<file path="config.mk">
export PLATFORM = sky130hd
export DESIGN_NAME = pipeline_stall_controller
export DESIGN_NICKNAME = d
export VERILOG_FILES = /design/src/rtl/riscv_pipeline_pkg.sv /design/src/rtl/pipeline_stall_controller_sat_counter.sv /design/src/rtl/pipeline_stall_controller.sv
export SDC_FILE = /design/constraint.sdc
export NUM_CORES = 1
export LEC_CHECK = 0
export CAP_MARGIN = 20
export CORE_ASPECT_RATIO = 0.7
export CORE_MARGIN = 5
export CORE_UTILIZATION = 52
export DETAILED_ROUTE_END_ITERATION = 8
export PLACE_DENSITY = 0.8
export SLEW_MARGIN = 25
export SYNTH_ARGS = -nofsm -noshare
export SYNTH_HDL_FRONTEND = slang
export SYNTH_HIERARCHICAL = 1
export SYNTH_SLANG_ARGS = --single-unit
</file>
<file path="constraint.sdc">
create_clock -name clk -period 3.3 [get_ports clk]
set_input_delay 0.495 -clock clk [delete_from_list [all_inputs] [get_ports clk]]
set_output_delay 0.495 -clock clk [all_outputs]
set_load 0.1 [all_outputs]
</file>
<file path="src/rtl/riscv_pipeline_pkg.sv">
// Shared definitions for the pipeline stall controller.
//   state_e          : 1-bit stall-controller state (RUN / MEM_WAIT)
//   DEF_CNT_W        : default performance-counter width
//   DEF_MEM_TIMEOUT  : default memory-wait timeout in MEM_WAIT cycles
//   WAIT_CNT_W       : width of the memory-wait cycle counter
package riscv_pipeline_pkg;

    typedef enum logic {
        ST_RUN      = 1'b0,
        ST_MEM_WAIT = 1'b1
    } state_e;

    localparam int unsigned DEF_CNT_W       = 32;
    localparam int unsigned DEF_MEM_TIMEOUT = 64;
    localparam int unsigned WAIT_CNT_W      = 8;

endpackage

</file>
<file path="src/rtl/pipeline_stall_controller_sat_counter.sv">
// Saturating up-counter used for the stall-controller performance counters.
//   clk   : clock, rising edge
//   rst_n : synchronous active-low reset, clears the count
//   inc   : count this cycle (ignored once the count is all-ones)
//   count : current count value
module sat_counter #(
    parameter int unsigned W = 32
) (
    input  logic         clk,
    input  logic         rst_n,
    input  logic         inc,
    output logic [W-1:0] count
);

    logic [W-1:0] count_q;
    logic [W-1:0] count_d;

    always_comb begin
        count_d = count_q;
        if (inc && (count_q != '1)) begin
            count_d = count_q + 1'b1;
        end
    end

    always_ff @(posedge clk) begin
        if (!rst_n) begin
            count_q <= '0;
        end else begin
            count_q <= count_d;
        end
    end

    assign count = count_q;

endmodule

</file>
<file path="src/rtl/pipeline_stall_controller.sv">
// Pipeline enable/flush controller for the 5-stage RISC-V core.
// Combines load-use hazard, EX branch redirect and data-memory wait into the
// pipeline-register enables/flushes, tracks a memory-wait timeout and keeps
// saturating performance counters.
//   Inputs : clk, rst_n (sync, active low), hazard_detection_src (0 = stall),
//            EX_branch_taken, MEM_mem_req, dmem_ready
//   Outputs: pc_write, IF_ID_write, IF_ID_flush, ID_EX_write, ID_EX_flush,
//            EX_MEM_write, MEM_WB_bubble, mem_timeout_err (sticky),
//            stall_cycles, flush_count, mem_wait_cycles (CNT_W each)
module pipeline_stall_controller
    import riscv_pipeline_pkg::*;
#(
    parameter int unsigned CNT_W       = DEF_CNT_W,
    parameter int unsigned MEM_TIMEOUT = DEF_MEM_TIMEOUT
) (
    input  logic             clk,
    input  logic             rst_n,
    input  logic             hazard_detection_src,
    input  logic             EX_branch_taken,
    input  logic             MEM_mem_req,
    input  logic             dmem_ready,
    output logic             pc_write,
    output logic             IF_ID_write,
    output logic             IF_ID_flush,
    output logic             ID_EX_write,
    output logic             ID_EX_flush,
    output logic             EX_MEM_write,
    output logic             MEM_WB_bubble,
    output logic             mem_timeout_err,
    output logic [CNT_W-1:0] stall_cycles,
    output logic [CNT_W-1:0] flush_count,
    output logic [CNT_W-1:0] mem_wait_cycles
);

    localparam logic [WAIT_CNT_W-1:0] TIMEOUT_LAST = WAIT_CNT_W'(MEM_TIMEOUT - 1);

    state_e                  state_q, state_d;
    logic [WAIT_CNT_W-1:0]   wait_cnt_q, wait_cnt_d;
    logic                    err_q, err_d;

    logic freeze;
    logic timeout_hit;
    logic stall_inc, flush_inc, wait_inc;

    assign freeze      = MEM_mem_req & ~dmem_ready;
    assign timeout_hit = (state_q == ST_MEM_WAIT) && !dmem_ready
                         && (wait_cnt_q == TIMEOUT_LAST);

    // State register plus wait counter and sticky error.
    always_ff @(posedge clk) begin
        if (!rst_n) begin
            state_q    <= ST_RUN;
            wait_cnt_q <= '0;
            err_q      <= 1'b0;
        end else begin
            state_q    <= state_d;
            wait_cnt_q <= wait_cnt_d;
            err_q      <= err_d;
        end
    end

    // Next state. A timeout forces RUN; if the request is still pending the
    // freeze re-enters MEM_WAIT on the following edge.
    always_comb begin
        state_d    = state_q;
        wait_cnt_d = '0;
        err_d      = err_q | timeout_hit;
        unique case (state_q)
            ST_RUN: begin
                if (freeze) begin
                    state_d = ST_MEM_WAIT;
                end
            end
            ST_MEM_WAIT: begin
                if (dmem_ready || timeout_hit) begin
                    state_d = ST_RUN;
                end else begin
                    wait_cnt_d = wait_cnt_q + 1'b1;
                end
            end
            default: state_d = ST_RUN;
        endcase
    end

    // Outputs by priority: reset, freeze, branch, load-use stall, default.
    // A branch held during freeze only flushes in the release cycle, since
    // dmem_ready = 1 removes the freeze.
    always_comb begin
        pc_write      = 1'b1;
        IF_ID_write   = 1'b1;
        IF_ID_flush   = 1'b0;
        ID_EX_write   = 1'b1;
        ID_EX_flush   = 1'b0;
        EX_MEM_write  = 1'b1;
        MEM_WB_bubble = 1'b0;
        stall_inc     = 1'b0;
        flush_inc     = 1'b0;
        wait_inc      = 1'b0;
        if (!rst_n) begin
            pc_write      = 1'b0;
            IF_ID_write   = 1'b0;
            ID_EX_write   = 1'b0;
            EX_MEM_write  = 1'b0;
            IF_ID_flush   = 1'b1;
            ID_EX_flush   = 1'b1;
            MEM_WB_bubble = 1'b1;
        end else if (freeze) begin
            pc_write      = 1'b0;
            IF_ID_write   = 1'b0;
            ID_EX_write   = 1'b0;
            EX_MEM_write  = 1'b0;
            MEM_WB_bubble = 1'b1;
            wait_inc      = 1'b1;
        end else if (EX_branch_taken) begin
            IF_ID_flush = 1'b1;
            ID_EX_flush = 1'b1;
            flush_inc   = 1'b1;
        end else if (!hazard_detection_src) begin
            pc_write    = 1'b0;
            IF_ID_write = 1'b0;
            ID_EX_flush = 1'b1;
            stall_inc   = 1'b1;
        end
    end

    assign mem_timeout_err = err_q;

    sat_counter #(.W(CNT_W)) u_stall_cnt (
        .clk   (clk),
        .rst_n (rst_n),
        .inc   (stall_inc),
        .count (stall_cycles)
    );

    sat_counter #(.W(CNT_W)) u_flush_cnt (
        .clk   (clk),
        .rst_n (rst_n),
        .inc   (flush_inc),
        .count (flush_count)
    );

    sat_counter #(.W(CNT_W)) u_wait_cnt (
        .clk   (clk),
        .rst_n (rst_n),
        .inc   (wait_inc),
        .count (mem_wait_cycles)
    );

endmodule

</file>
## Word level (Yosys, flattened, before mapping)

Cells that the tools add are included.

- ROM bits: 0
- Output and inout bits: 104
- Memories kept: 0
- Bits in writable memories: 0
- Input port bits: 6
- Logic and storage cells: 49
- Bits in latches: 0
- Bits in registers: 106

- Divide/modulo/power cells: 0
- Multipliers: 0
- Shifts and indexed selects: 0
- Equal/unequal tests: 4
- Reductions and logical operators: 8
- Bitwise gates (word level): 5
- Mux-type cells: 22
- $lt $le $gt $ge: 0
- Add/subtract/negate cells: 4

Operator list:

| cell | count |
|---|---|
| $add A32 B1 Y32 const B | 3 |
| $ne A32 B32 Y1 const B | 3 |
| $mux W1 | 21 |
| $add A8 B1 Y8 const B | 1 |
| $eq A8 B6 Y1 const B | 1 |
| $logic_and A1 B1 Y1 | 5 |
| $not A1 Y1 | 3 |
| $reduce_or A3 Y1 | 1 |
| $pmux W1 S2 | 1 |
| $and A1 B1 Y1 | 1 |
| $logic_not A1 Y1 | 1 |
| $logic_or A1 B1 Y1 | 1 |
| $or A1 B1 Y1 | 1 |

## Depth between registers and ports, before layout

Gate-level depths: netlist of run 1.

- Word-level depth: 6
- Gate-level depth with buffers: 9
- Gate-level depth less buffers: 8

## By module

Netlist of run 1, hierarchy kept.

By module, submodules not included:

| module | times used | cells each | area an instance (µm²) | seq. area each (µm²) |
|---|---|---|---|---|
| sat_counter | 3 | 200 | 1704.1 | 640.6 |
| pipeline_stall_controller | 1 | 54 | 484.2 | 200.2 |

## Worst setup path after synthesis of run 1

Ideal clock, no wire load.

- Path type: in2out
- Start point: input dmem_ready
- End point: output pc_write
- Arrival: 3.238 ns
- Required time: 2.805 ns
- Path slack: -0.433 ns
- Buffers on the path: 1
- Stages: 4
- Cell sequence: nand2b_1 -> nand2_1 -> nor2_1 -> buf_4

- Cells in the longest elaborated chain, start to end: 4

RTL lines:

| item | line | RTL |
|---|---|---|
| from (decl) | pipeline_stall_controller.sv:21 | `input logic dmem_ready,` |
| $not A1 Y1 | pipeline_stall_controller.sv:45 | `assign freeze = MEM_mem_req & ~dmem_ready;` |
| $and A1 B1 Y1 | pipeline_stall_controller.sv:45 |  |
| $mux W1 (2 in series) | - |  |
| to (decl) | pipeline_stall_controller.sv:22 | `output logic pc_write,` |

Every way passes these cells.

## Worst setup path in the final report of run 1

- Start point: input dmem_ready
- End point: register u_stall_cnt.count_q[31] (netlist: u_stall_cnt/count[31])

- Cells in the longest elaborated chain, start to end: 5

RTL lines:

| item | line | RTL |
|---|---|---|
| $not A1 Y1 | pipeline_stall_controller.sv:45 |  |
| $and A1 B1 Y1 | pipeline_stall_controller.sv:45 |  |
| $mux W1 | pipeline_stall_controller.sv:107 | `end else if (freeze) begin` |
| $mux W1 | pipeline_stall_controller.sv:99 | `if (!rst_n) begin` |
| named net stall_inc | pipeline_stall_controller.sv:43 | `logic stall_inc, flush_inc, wait_inc;` |
| $logic_and A1 B1 Y1 | pipeline_stall_controller_sat_counter.sv:20 | `if (inc && (count_q != '1)) begin` |
| to (signal assigned) | pipeline_stall_controller_sat_counter.sv:29 | `count_q <= count_d;` |
| to (decl) | pipeline_stall_controller_sat_counter.sv:15 | `logic [W-1:0] count_q;` |

The timed path passes the listed nets, and every way through them passes these cells.
A chain may end at the register's enable or synchronous reset.

==> results.cfg, run 1 <==
[cells_and_area]
post-route-util_pct = 66.99
seqCellArea_um2 = 2122
final_cell_count_no_fill = 893
fin_nets = 766
drive_gt1_share_pct = 15.90
area_growth_pct = 24.88
antenna_cells = 0
finalInstanceArea_um2 = 6989
fillers = 874
multi_input_area_um2 = 3292

[logic_synthesis]
ys_top_cells_by_area = dfxtp_1 (38%), o31ai_1 (4.6%), or4_1 (4.6%), a21oi_1 (4.3%), mux2i_1 (3.8%)
yosysTopAreaCellShare_pct = 37.92
netlist_instances = 654
yosys_warnings = 6
synth-edff-count = 0
syn_nets = 664
synth_compound_area_share_pct = 17.55
ys_seq_area_share_pct = 37.92
yosysUniqueCellTypes = 43
synth_fa_ha_area_share_pct = 0.8943
yosysMostFrequentCell = dfxtp_1
synth_area_um2 = 5597
synth_flop_cell = dfxtp_1
synth_simple_gate_area_share_pct = 33.38
synth_seq_cells = 106
synth_mux_area_share_pct = 3.756
synth_top_cell_by_area = dfxtp_1
synth.avg_cell_area_um2 = 8.558
synth_top_family_by_area = simple AND/OR/NAND/NOR gates
async_flop_share_pct = 0
synth_xor_area_share_pct = 2.817
yosys-top-cells-count = dfxtp_1 (106), nand2_1 (55), a21oi_1 (48)

[sta]
tightest_slew_ns = 1.000
rsz0062_at_grt = false
slew_violations = 0
setup_viol = 0
max_slew_margin_pct = 33.11
fin_skew_ns = 0.008409
fin_ws_ns = 0.2987
period_needed_ns = 3.001
fmax_mhz = 333.2
hold_violations = 0
min_period_over_period_pct = 90.95

[place]
hpwl_mm = 11.33
place_inst = 877
io_buffers = 109
gp_congestion = 0.8627
preCtsSetupSlack_ns = -0.02914
placed_area_um2 = 6714

[cts]
post_cts_resized = 0
cts_buffers = 9
clk_path_buf_depth = 2
cts_root_buffer = clkbuf_16
path_clk_slew_ns = 0.07
cts_tree = done
hold_buffers = 0
htree_num_levels = 3
clock_latency_ns = 0.35
post_cts_buffers = 0
clock_sinks = 106

[setup_path]
r2r_end = u_flush_cnt/count[30]
crit_path_start_kind = input port
crit_arrival_ns = 3.28
cp_slowest_cell = clkdlybuf4s50_1
critical_path_class = input port to flop
crit_chain = clkdlybuf4s50_1 > nand2b_1 > nand2_2 > nor3_1 > nand4_1 > or4_4 > or3_1 > or4_1 > a21oi_1
cp.required_ns = 3.58
critPathMaxFanout = 4
crit_path_max_incr_delay_ns = 0.52
r2r_slack_ns = 0.93
r2r-start = u_flush_cnt/count[4]
end_kind = flop
ff2ff_path_depth = 6
startpoint = dmem_ready
crit_path_end = u_stall_cnt/count[31]

[floorplanning]
coreArea_um2 = 10430
fp.dieH_um = 96.80
rows = 31
dieArea_um2 = 12970
ioPinCount = 110
die_width_um = 134.0
start_util_pct = 53.64

[detailed_routing]
drtPass1Iterations = 7
vias_per_cell = 6.373
postRouteAntennaNets = 0
wl_mm = 15.83
vias = 5691
drc = 0
wl_per_cell_um = 17.73
drt_iter0_drc = 365

[grt]
grt_overflow_total = 0
grt_start_max_net_pins = 36
grt_use_total_pct = 23.76
antenna_found_initial = 0
grt_pass1_wl_mm = 26.16
grt_pass1_vias = 5358

[run]
max_cap_violations = 0

[power_and_ir_drop]
p_leak_nw = 2.325
vdd_drop_max_uv = 267.9
finalPower_mw = 2.461
power_density_nw_per_um2 = 352.1

[hold_path]
hold_class = flop to flop

[run_status]
status = completed
-- per-layer routing --
| layer | up-vias | track usage [%] | wire length (µm) |
|---|---|---|---|
| li1 | 2729 | - | - |
| met1 | 2742 | 31.52 | 7124 |
| met2 | 204 | 38.61 | 7316 |
| met3 | 16 | 6.380 | 1240 |
| met4 | 0 | 5.455 | 149 |
| met5 | - | 0 | 0 |
-- flip-flops by register name, summed over array words and instances, names as in the netlist --
name and count:
u_flush_cnt/count 32, u_stall_cnt/count 32, u_wait_cnt/count 32, wait_cnt_q 8
mem_timeout_err 1, state_q 1
-- placed cells by master (no fill, tap or decap), drive strengths merged, types with 14 or more instances in the layout --
| master | Yosys | routed |
|---|---|---|
| mux2i | 21 | 21 |
| nand3 | 44 | 44 |
| o31ai | 34 | 34 |
| clkdlybuf4s50 | 0 | 51 |
| dfxtp | 106 | 106 |
| nand2b | 28 | 28 |
| nor4 | 18 | 18 |
| or3 | 19 | 19 |
| buf | 8 | 78 |
| or4 | 41 | 41 |
| nor2 | 31 | 31 |
| inv | 11 | 14 |
| nand2 | 55 | 55 |
| a21oi | 48 | 48 |
| nand4 | 27 | 27 |
| xnor2 | 15 | 15 |
| and4 | 18 | 18 |
-- critical path, delay by kind of cell --
family	cells	cell delay, ns
and+or+nand+nor	7	2.09
buffers and inverters	1	0.52
AOI/OAI and AO/OA	1	0.16
-- per-stage QoR --
stage / hold WS, ns / setup TNS, ns
after floorplan: 0.4265 / 0
after global placement: 0.4399 / 0
after detailed placement: 0.4506 / -0.02914
after CTS: 0.4669 / 0
after global routing: 0.4862 / 0
final: 0.4662 / 0
-- final cells by class --
class                   count  area share (%)
multi-input cells         499           47.10
flip-flops and latches    106           30.36
repair buffers            129           15.65
clock buffers               9           3.222
well taps                 132           2.363
clock inverters             7          0.7161
inverters                  11          0.5908
-- cells by family after synthesis --
kind of cell | Yosys count
adders and majority gates | 4
and+or+nand+nor | 314
AOI/OAI and AO/OA | 142
xor gates and xnor gates | 18
DFF | 106
buffers and inverters | 49
muxes | 21
-- where the power goes --
group          total, mW  switching [mW]  internal, mW
Combinational      0.150           0.117        0.0330
Sequential          1.29         0.00591          1.28
Clock               1.02           0.505         0.518
-- worst min-delay path by stage --
stage	startpoint	end	slack [ns]	depth (start not counted)
floorplan	state_q	state_q	0.43	1
global route	mem_timeout_err	mem_timeout_err	0.49	2
global placement	wait_cnt_q[0]	wait_cnt_q[0]	0.44	1
finish	mem_timeout_err	mem_timeout_err	0.47	2
detailed placement	state_q	state_q	0.45	1
CTS	mem_timeout_err	mem_timeout_err	0.47	2
Power figures use the tool's default switching activity.
==> inputs of run 2 (changes only) <==
--- a/config.mk
+++ b/config.mk
@@ -6,11 +6,13 @@
 export NUM_CORES = 1
 export LEC_CHECK = 0
 export CAP_MARGIN = 20
+export CELL_PAD_IN_SITES_DETAIL_PLACEMENT = 0
+export CELL_PAD_IN_SITES_GLOBAL_PLACEMENT = 1
 export CORE_ASPECT_RATIO = 0.7
 export CORE_MARGIN = 5
-export CORE_UTILIZATION = 52
+export CORE_UTILIZATION = 39
 export DETAILED_ROUTE_END_ITERATION = 8
-export PLACE_DENSITY = 0.8
+export PLACE_DENSITY_LB_ADDON = 0.1
 export SLEW_MARGIN = 25
 export SYNTH_ARGS = -nofsm -noshare
 export SYNTH_HDL_FRONTEND = slang
==> results.cfg, run 2 (synthesized netlist as in run 1, its figures left out) <==
[cts]
path_clk_slew_ns = 0.07
htree_num_levels = 3
clock_sinks = 106
cts_buffers = 9
cts_root_buffer = clkbuf_16
clk_path_buf_depth = 2
post_cts_buffers = 0
clock_latency_ns = 0.36
hold_buffers = 0
post_cts_resized = 0
cts_tree = done

[detailed_routing]
drc = 0
wl_mm = 16.24
vias_per_cell = 5.813
vias = 5557
postRouteAntennaNets = 0
drt_iter0_drc = 384
wl_per_cell_um = 16.99
drtPass1Iterations = 7

[cells_and_area]
fillers = 1311
final_common_cell = dfxtp_1
multi_input_area_um2 = 3292
seqCellArea_um2 = 2122
layout_common_cells = dfxtp_1 (106), buf_4 (88), nand2_1 (54), a21oi_1 (48), clkdlybuf4s50_1 (45)
fin_nets = 771
drive_gt1_share_pct = 17.23
finalInstanceArea_um2 = 7091
post-route-util_pct = 50.62
area_growth_pct = 26.69
final_cell_count_no_fill = 956
antenna_cells = 0

[grt]
grt_overflow_total = 0
grt_start_max_net_pins = 31
grt_pass1_wl_mm = 26.29
grt_pass1_vias = 4949
antenna_found_initial = 0
grt_use_total_pct = 19.04

[power_and_ir_drop]
p_comb_share_pct = 6.1
switching_share_pct = 25.55
vdd_drop_max_uv = 218.9
p_leak_nw = 2.357
power_density_nw_per_um2 = 350.4
finalPower_mw = 2.485
p_int_mw = 1.850
switchingPower_mw = 0.6348
seqPwrFrac_pct = 51.9
p_clk_share_pct = 42.0

[setup_path]
critPathMaxFanout = 4
crit_chain = clkdlybuf4s50_1 > nand2b_1 > nand2_2 > nor3_1 > nand4_1 > or4_4 > or3_1 > or4_1 > a21oi_1
end_kind = flop
crit_path_start_kind = input port
cp.required_ns = 3.58
critPathBufInv = 1
cp_slowest_cell = or4_4
critical_path_class = input port to flop
crit_path_max_incr_delay_ns = 0.52
crit_arrival_ns = 3.30
crit_family = simple AND/OR/NAND/NOR gates

[sta]
period_needed_ns = 3.017
min_period_over_period_pct = 91.41
slew_violations = 0
fin_ws_ns = 0.2834
fin_skew_ns = 0.01152
tightest_slew_ns = 0.9878
fmax_mhz = 331.5
setup_viol = 0
rsz0062_at_grt = false
max_slew_margin_pct = 33.94
hold_violations = 0

[floorplanning]
start_util_pct = 39.95
coreArea_um2 = 14010
dieArea_um2 = 16880
ioPinCount = 110
die_width_um = 153.2
fp.dieH_um = 110.2
rows = 36

[hold_path]
hold_class = flop to flop

[run_status]
status = completed

[place]
hpwl_mm = 11.73
io_buffers = 109
placed_area_um2 = 6809
preCtsSetupSlack_ns = -0.05099
place_inst = 940
gp_congestion = 0.8088

[run]
max_cap_violations = 0
[run 2: cell types whose count changed in the layout (fill, tap and decap cells not counted), moves of 2 or more]
cell,before,now
buf_4,77,88
clkdlybuf4s50_1,51,45
clkinvlp_4,0,2
inv_6,3,0
[run 2: per-layer routing]
metal	wire, µm	vias up	GRT usage [%]
li1	-	2748	-
met2	6878	135	28.17
met3	971	14	5.774
met4	163	0	4.450
met1	8226	2660	27.26
met5	0	-	0
[run 2: path summary, 6_finish.rpt]
check        slack [ns]  depth (start not counted)                    end                  from
max                0.28                          9  u_stall_cnt/count[31]            dmem_ready
min                0.46                          2        mem_timeout_err       mem_timeout_err
max reg2reg        0.84                          6   u_wait_cnt/count[15]  u_wait_cnt/count[16]
min reg2reg        0.46                          2        mem_timeout_err       mem_timeout_err
[run 2: power groups by stage]
stage / registers [mW] / clock network, mW / logic (mW)
after floorplan: 1.34 / 0 / 0.0885
after global placement: 1.32 / 0 / 0.151
after detailed placement: 1.32 / 0 / 0.152
after CTS: 1.29 / 1.08 / 0.153
after global routing: 1.29 / 1.12 / 0.162
final: 1.29 / 1.04 / 0.152
[run 2: cell type report]
type / count / area share, %
inverter: 11 / 0.5823
timing repair buffer: 134 / 15.74
clock inverter: 6 / 0.6000
sequential: 106 / 29.93
tap: 190 / 3.353
multi-input combinational: 499 / 46.43
clock buffer: 10 / 3.370
[run 2: metrics by stage]
step	TNS [ns]	hold WS [ns]
CTS	0	0.4688
detailed placement	-0.05099	0.4526
floorplan	0	0.4265
global route	0	0.4874
global placement	0	0.4418
finish	0	0.4642
[run 2: worst min-delay path: stages, from the launching register on]
cell     delay [ns]
dfxtp_1        0.31
nand2_1        0.06
o21ai_1        0.05
